<file path="src/rtl/i2c_register_bank.sv">
// Register bank behind i2c_peripheral: read-only ID, sticky W1C status, and RW control registers.
// Serves the peripheral's read (valid/ack) and write (four-phase valid/ack) handshakes.
module i2c_register_bank #(
  parameter int         NUM_REGS      = 16,
  parameter logic [7:0] DEVICE_ID     = 8'hA5,
  parameter logic [7:0] UNMAPPED_DATA = 8'hFF
) (
  input  logic                        i_sys_clk,
  input  logic                        i_rst_n,
  input  logic [7:0]                  i_register_address,
  input  logic                        i_read_enable,
  output logic [7:0]                  o_register_data,
  output logic                        o_read_valid,
  input  logic                        i_read_ack,
  input  logic [7:0]                  i_register_data,
  input  logic                        i_write_valid,
  output logic                        o_write_ack,
  input  logic [7:0]                  i_status_set,
  output logic [8*(NUM_REGS-2)-1:0]   o_ctrl_regs,
  output logic                        o_ctrl_wr_strobe,
  output logic [7:0]                  o_ctrl_wr_index,
  output logic                        o_addr_err,
  output logic [1:0]                  o_dbg_state
);

  // Handshakes: a read request (i_read_enable) seen in IDLE yields o_read_valid
  // one clock later with snapshot data, held until i_read_ack. A write request
  // (i_write_valid) seen in IDLE is applied on that edge and acked; o_write_ack
  // stays high until i_write_valid drops. Writes win over simultaneous reads.
  typedef enum logic [1:0] {
    ST_IDLE     = 2'd0,
    ST_RD_VALID = 2'd1,
    ST_WR_ACK   = 2'd2
  } state_t;

  localparam int         NUM_CTRL = NUM_REGS - 2;
  localparam logic [8:0] LIMIT    = 9'(NUM_REGS);

  state_t     r_state;
  logic [7:0] r_status;
  logic [7:0] r_ctrl [NUM_CTRL];

  logic [8:0] w_addr9;
  logic       w_is_id;
  logic       w_is_status;
  logic       w_is_unmapped;
  logic       w_is_ctrl;
  logic       w_wr_fire;
  logic [7:0] w_w1c;
  logic [7:0] w_ctrl_rd;
  logic [7:0] w_rd_data;

  // Nine-bit compare so NUM_REGS=256 leaves no unmapped space.
  assign w_addr9       = {1'b0, i_register_address};
  assign w_is_id       = (i_register_address == 8'h00);
  assign w_is_status   = (i_register_address == 8'h01);
  assign w_is_unmapped = (w_addr9 >= LIMIT);
  assign w_is_ctrl     = !w_is_id && !w_is_status && !w_is_unmapped;
  assign w_wr_fire     = (r_state == ST_IDLE) && i_write_valid;
  assign w_w1c         = (w_wr_fire && w_is_status) ? i_register_data : 8'h00;
  assign o_dbg_state   = r_state;

  always_comb begin
    w_ctrl_rd = 8'h00;
    for (int i = 0; i < NUM_CTRL; i++) begin
      if (w_addr9 == 9'(i + 2)) w_ctrl_rd = r_ctrl[i];
    end
  end

  always_comb begin
    if (w_is_id)            w_rd_data = DEVICE_ID;
    else if (w_is_status)   w_rd_data = r_status;
    else if (w_is_unmapped) w_rd_data = UNMAPPED_DATA;
    else                    w_rd_data = w_ctrl_rd;
  end

  // Set is applied after the clear so a same-cycle event keeps its bit.
  always_ff @(posedge i_sys_clk or negedge i_rst_n) begin
    if (!i_rst_n) r_status <= 8'h00;
    else          r_status <= (r_status & ~w_w1c) | i_status_set;
  end

  always_ff @(posedge i_sys_clk or negedge i_rst_n) begin
    if (!i_rst_n) begin
      for (int i = 0; i < NUM_CTRL; i++) r_ctrl[i] <= 8'h00;
    end else if (w_wr_fire && w_is_ctrl) begin
      for (int i = 0; i < NUM_CTRL; i++) begin
        if (w_addr9 == 9'(i + 2)) r_ctrl[i] <= i_register_data;
      end
    end
  end

  for (genvar g = 0; g < NUM_CTRL; g++) begin : g_flat
    assign o_ctrl_regs[8*g +: 8] = r_ctrl[g];
  end

  always_ff @(posedge i_sys_clk or negedge i_rst_n) begin
    if (!i_rst_n) begin
      r_state          <= ST_IDLE;
      o_register_data  <= 8'h00;
      o_read_valid     <= 1'b0;
      o_write_ack      <= 1'b0;
      o_ctrl_wr_strobe <= 1'b0;
      o_ctrl_wr_index  <= 8'h00;
      o_addr_err       <= 1'b0;
    end else begin
      o_ctrl_wr_strobe <= 1'b0;
      o_addr_err       <= 1'b0;
      case (r_state)
        ST_IDLE: begin
          if (i_write_valid) begin
            o_write_ack <= 1'b1;
            r_state     <= ST_WR_ACK;
            if (w_is_ctrl) begin
              o_ctrl_wr_strobe <= 1'b1;
              o_ctrl_wr_index  <= i_register_address;
            end
            if (w_is_id || w_is_unmapped) o_addr_err <= 1'b1;
          end else if (i_read_enable) begin
            o_register_data <= w_rd_data;
            o_read_valid    <= 1'b1;
            o_addr_err      <= w_is_unmapped;
            r_state         <= ST_RD_VALID;
          end
        end
        ST_RD_VALID: begin
          if (i_read_ack) begin
            o_read_valid <= 1'b0;
            r_state      <= ST_IDLE;
          end
        end
        ST_WR_ACK: begin
          if (!i_write_valid) begin
            o_write_ack <= 1'b0;
            r_state     <= ST_IDLE;
          end
        end
        default: begin
          o_read_valid <= 1'b0;
          o_write_ack  <= 1'b0;
          r_state      <= ST_IDLE;
        end
      endcase
    end
  end

endmodule

</file>
<file path="config.mk">
export PLATFORM = sky130hd
export DESIGN_NAME = i2c_register_bank
export DESIGN_NICKNAME = d
export VERILOG_FILES = /design/src/rtl/i2c_register_bank.sv
export SDC_FILE = /design/constraint.sdc
export NUM_CORES = 1
export LEC_CHECK = 0
export CAP_MARGIN = 20
export CORE_UTILIZATION = 50
export DETAILED_ROUTE_END_ITERATION = 7
export PLACE_DENSITY_LB_ADDON = 0.25
export SLEW_MARGIN = 0
export SYNTH_ARGS = -nofsm -noshare
export SYNTH_HDL_FRONTEND = slang
export SYNTH_SLANG_ARGS = --single-unit
export TNS_END_PERCENT = 50
</file>
<file path="constraint.sdc">
create_clock -name i_sys_clk -period 3.9 [get_ports i_sys_clk]
set_input_delay 0.39 -clock i_sys_clk [delete_from_list [all_inputs] [get_ports i_sys_clk]]
set_output_delay 0.39 -clock i_sys_clk [all_outputs]
set_load 0.05 [all_outputs]
</file>
==> reports/metrics.yaml <==
clock_network:
  clk_path_buf_depth: 2
  post_cts_resized: 0
  h-tree-depth: 4
  post_cts.repair.setup_buffers: 0
  clock_transition_at_path_regs_ns: 0.06
  tritoncts: "yes"
  clock_latency_of_the_later_clocked_register_in_the_worst_skew_pair_ns: 0.43
  cts-hold-fix-buffers: 0
  cts_root_buf: "sky130_fd_sc_hd__clkbuf_16"
  clock_sink_count: 142
  tritoncts.num_buffers: 17
logic_synthesis:
  synth-edff-count: 0
  mappedNetlistArea_mm2: 0.00698
  synth_compound_area_share_pct: 12.4
  synth_area_leader_cell: "sky130_fd_sc_hd__dfrtp_1"
  mappedNetlistNets: 612
  postSynthRegisterBits: 142
  synthFlopType: "sky130_fd_sc_hd__dfrtp_1"
  synth_top_family_by_area: "multiplexers"
  synth.lib_cells_used.distinct: 65
  number_of_standard_cells_after_synthesis: 583
  synth-xor-area-share_pct: 0
  synth_area_leaders: "sky130_fd_sc_hd__dfrtp_1 (51%), sky130_fd_sc_hd__mux2_2 (19%), sky130_fd_sc_hd__mux2i_1 (2.4%)"
  synthDominantCellAreaShare_pct: 50.9
  post_synth_fa_ha_maj_area_fraction_pct: 0.143
  synth_sequential_area_ratio_pct: 50.9
  synthArstFlopShare_pct: 100
  synthesis.area_per_instance_um2: 12.0
  synth.yosys.warnings: 0
  synth.area.mux_share_pct: 21.6
  synth_simple_gate_area_share_pct: 12.0
power_and_ir_drop:
  design_power_total_mw: 3.96
  power_density_mw_per_mm2: 417
  p_leak_nw: 4.20
  vdd_drop_max_mv: 0.299
final_layout:
  final_common_cell: "sky130_fd_sc_hd__clkdlybuf4s50_1"
  area.growth.synth_to_final_pct: 36.0
  antenna-diode-count: 0
  filler_cell_count: 949
  finish.net_count: 774
  drive_gt1_share_pct: 24.8
  share_of_the_core_filled_with_cells_pct: 70.8
  layout_common_cells: "sky130_fd_sc_hd__clkdlybuf4s50_1 (160), sky130_fd_sc_hd__dfrtp_1 (142), sky130_fd_sc_hd__mux2_2 (115)"
  final_design_area_no_fill_mm2: 0.00949
setup_path:
  reg2reg_slack_ns: 1.37
  timing.critical_path.required_ns: 4.20
  timing.critical_path.from: "i_register_address[7]"
  worst-r2r-cell-count: 7
  timing.critical_path.fanout_max: 22
  delay_of_the_slowest_critical_path_stage_ns: 0.61
  worst_ep_arrival_time_ns: 3.00
  regToRegEndpoint: "o_ctrl_regs[78]"
  worst-setup-path-type: "input port to flop"
  crit-reg2reg-launch: "o_dbg_state[0]"
  crit_path_cell_trace: "clkdlybuf4s50_1, or4_1, buf_4, nor2_1, nand2_4, nor2_8, mux2_2"
  timing.critical_path.slowest_stage_cell: "sky130_fd_sc_hd__or4_1"
  critPathLaunchType: "input port"
  cp-end-kind: "flop"
place:
  dp_hpwl_mm: 16.4
  globalplace.congestion: 0.927
  place.port_buffers: 162
  post-place-ws_ns: 0.804
  placed_area_mm2: 0.00880
global_routing:
  grt_pass1_vias: 5970
  overflow: 0
  grt_use_total_pct: 33.8
  first_pass_grt_wire_length_mm: 36.0
  grt_start_max_net_pins: 98
  antenna_found_initial: 0
timing:
  timing_hold_violations_final: 0
  minimum_clock_period_after_layout_ns: 2.70
  timing.max_slew.rel_slack_pct: 40.6
  timing.final.max_slew_violations: 0
  fin_worst_skew_ns: 0.00749
  post-route-worst-setup-slack_ns: 1.20
  timing.setup.tns_ns: 0
  min_period_over_period_pct: 69.2
  actual_transition_at_the_worst_max_transition_pin_ns: 0.891
  report.final.setup_viol: 0
  grt_setup_unrepaired: "false"
  maxClockFrequency_mhz: 371
run:
  max-cap-violations: 0
drt:
  post_dr_wirelength_cell_um: 24.8
  routed_wl_mm: 23.2
  tritonroute_pass_1_iters: 5
  final_antenna_net_count: 0
  detailed_route_via_count: 5857
  drcViolationCount: 0
  initial_drc_count: 469
  avgViaCountPerCell: 6.28
floorplanning:
  die-width_um: 120
  core_area_mm2: 0.0134
  boundaryPins: 163
  initial_core_util_pct: 52.1
  row_count: 42
  total_die_area_mm2: 0.0144
  floorplan.die.height_um: 120
outcome:
  outcome: "complete, no violations"
min_path:
  min-delay-path-class: "input port to asynchronous set/reset pin"
==> critical path, delay by kind of cell <==
kind / cells / cell delay (ns)
multiplexers: 1 / 0.37
buffers and inverters: 2 / 0.70
AND/OR/NAND/NOR: 4 / 1.53
==> state kept, by name, indices dropped and copies added, names as in the netlist <==
name / flops
r_status: 8
o_ctrl_wr_strobe: 1
o_ctrl_regs: 112
o_dbg_state: 2
o_register_data: 8
o_read_valid: 1
o_write_ack: 1
o_ctrl_wr_index: 8
o_addr_err: 1
==> stage by stage <==
step | hold WS, ns | instances
global route | 0.147 | 933
CTS | 0.107 | 933
global placement | 0.455 | 902
finish | 0.0681 | 933
detailed placement | 0.473 | 902
floorplan | 0.0944 | 583
==> area by class of cell <==
cell class	count	area, um^2	area share, %
Clock buffer	21	460	4.85
Multi-Input combinational cell	393	3230	34.0
Sequential cell	142	3550	37.4
Tap cell	176	220	2.32
Clock inverter	10	233	2.45
Timing Repair Buffer	181	1760	18.5
Inverter	10	37.5	0.396
==> layer usage <==
layer | share of wire [%] | global-route usage (%) | vias up | wire length (um)
met1 | 43 | 47.4 | 2985 | 9960
li1 | - | - | 2499 | -
met4 | 3.3 | 13.0 | 0 | 761
met3 | 7.4 | 6.75 | 53 | 1720
met2 | 46 | 51.7 | 320 | 10700
met5 | 0 | 0 | - | 0
==> how the worst max path moves through the flow <==
stage                           end  depth (start not counted)
floorplan           o_ctrl_regs[24]                          6
global placement    o_ctrl_regs[64]                          7
detailed placement  o_ctrl_regs[75]                          7
CTS                 o_ctrl_regs[78]                          7
global route        o_ctrl_regs[78]                          7
finish              o_ctrl_regs[78]                          7
==> power by group <==
group	leakage (nW)	internal [mW]	switching (mW)
Sequential	1.90	1.51	0.0339
Combinational	1.96	0.158	0.336
Clock	0.338	1.30	0.617
Total	4.20	2.97	0.987
==> cell families after synthesis <==
group | count (synthesis)
flip-flops | 142
AND/OR/NAND/NOR | 137
multiplexers | 134
AO/OA/AOI/OAI | 121
buffers and inverters | 48
adder cells (fa/ha/maj) | 1
==> cells in the mapped netlist (6+ instances only) <==
library cell and count:
sky130_fd_sc_hd__clkbuf_1 27, sky130_fd_sc_hd__dfrtp_1 142, sky130_fd_sc_hd__nor2_1 19, sky130_fd_sc_hd__a22oi_1 8, sky130_fd_sc_hd__mux2_2 115, sky130_fd_sc_hd__inv_1 9
sky130_fd_sc_hd__nand3_1 10, sky130_fd_sc_hd__nor3_1 9, sky130_fd_sc_hd__o21ai_0 22, sky130_fd_sc_hd__buf_2 8, sky130_fd_sc_hd__nor2b_1 11, sky130_fd_sc_hd__a31oi_1 6
sky130_fd_sc_hd__mux2i_1 17, sky130_fd_sc_hd__a21o_1 9, sky130_fd_sc_hd__nand2b_1 16, sky130_fd_sc_hd__a21oi_1 17, sky130_fd_sc_hd__nand2_1 31, sky130_fd_sc_hd__a2111oi_0 6
sky130_fd_sc_hd__nand4_1 6
(Power assumes the default switching activity.)
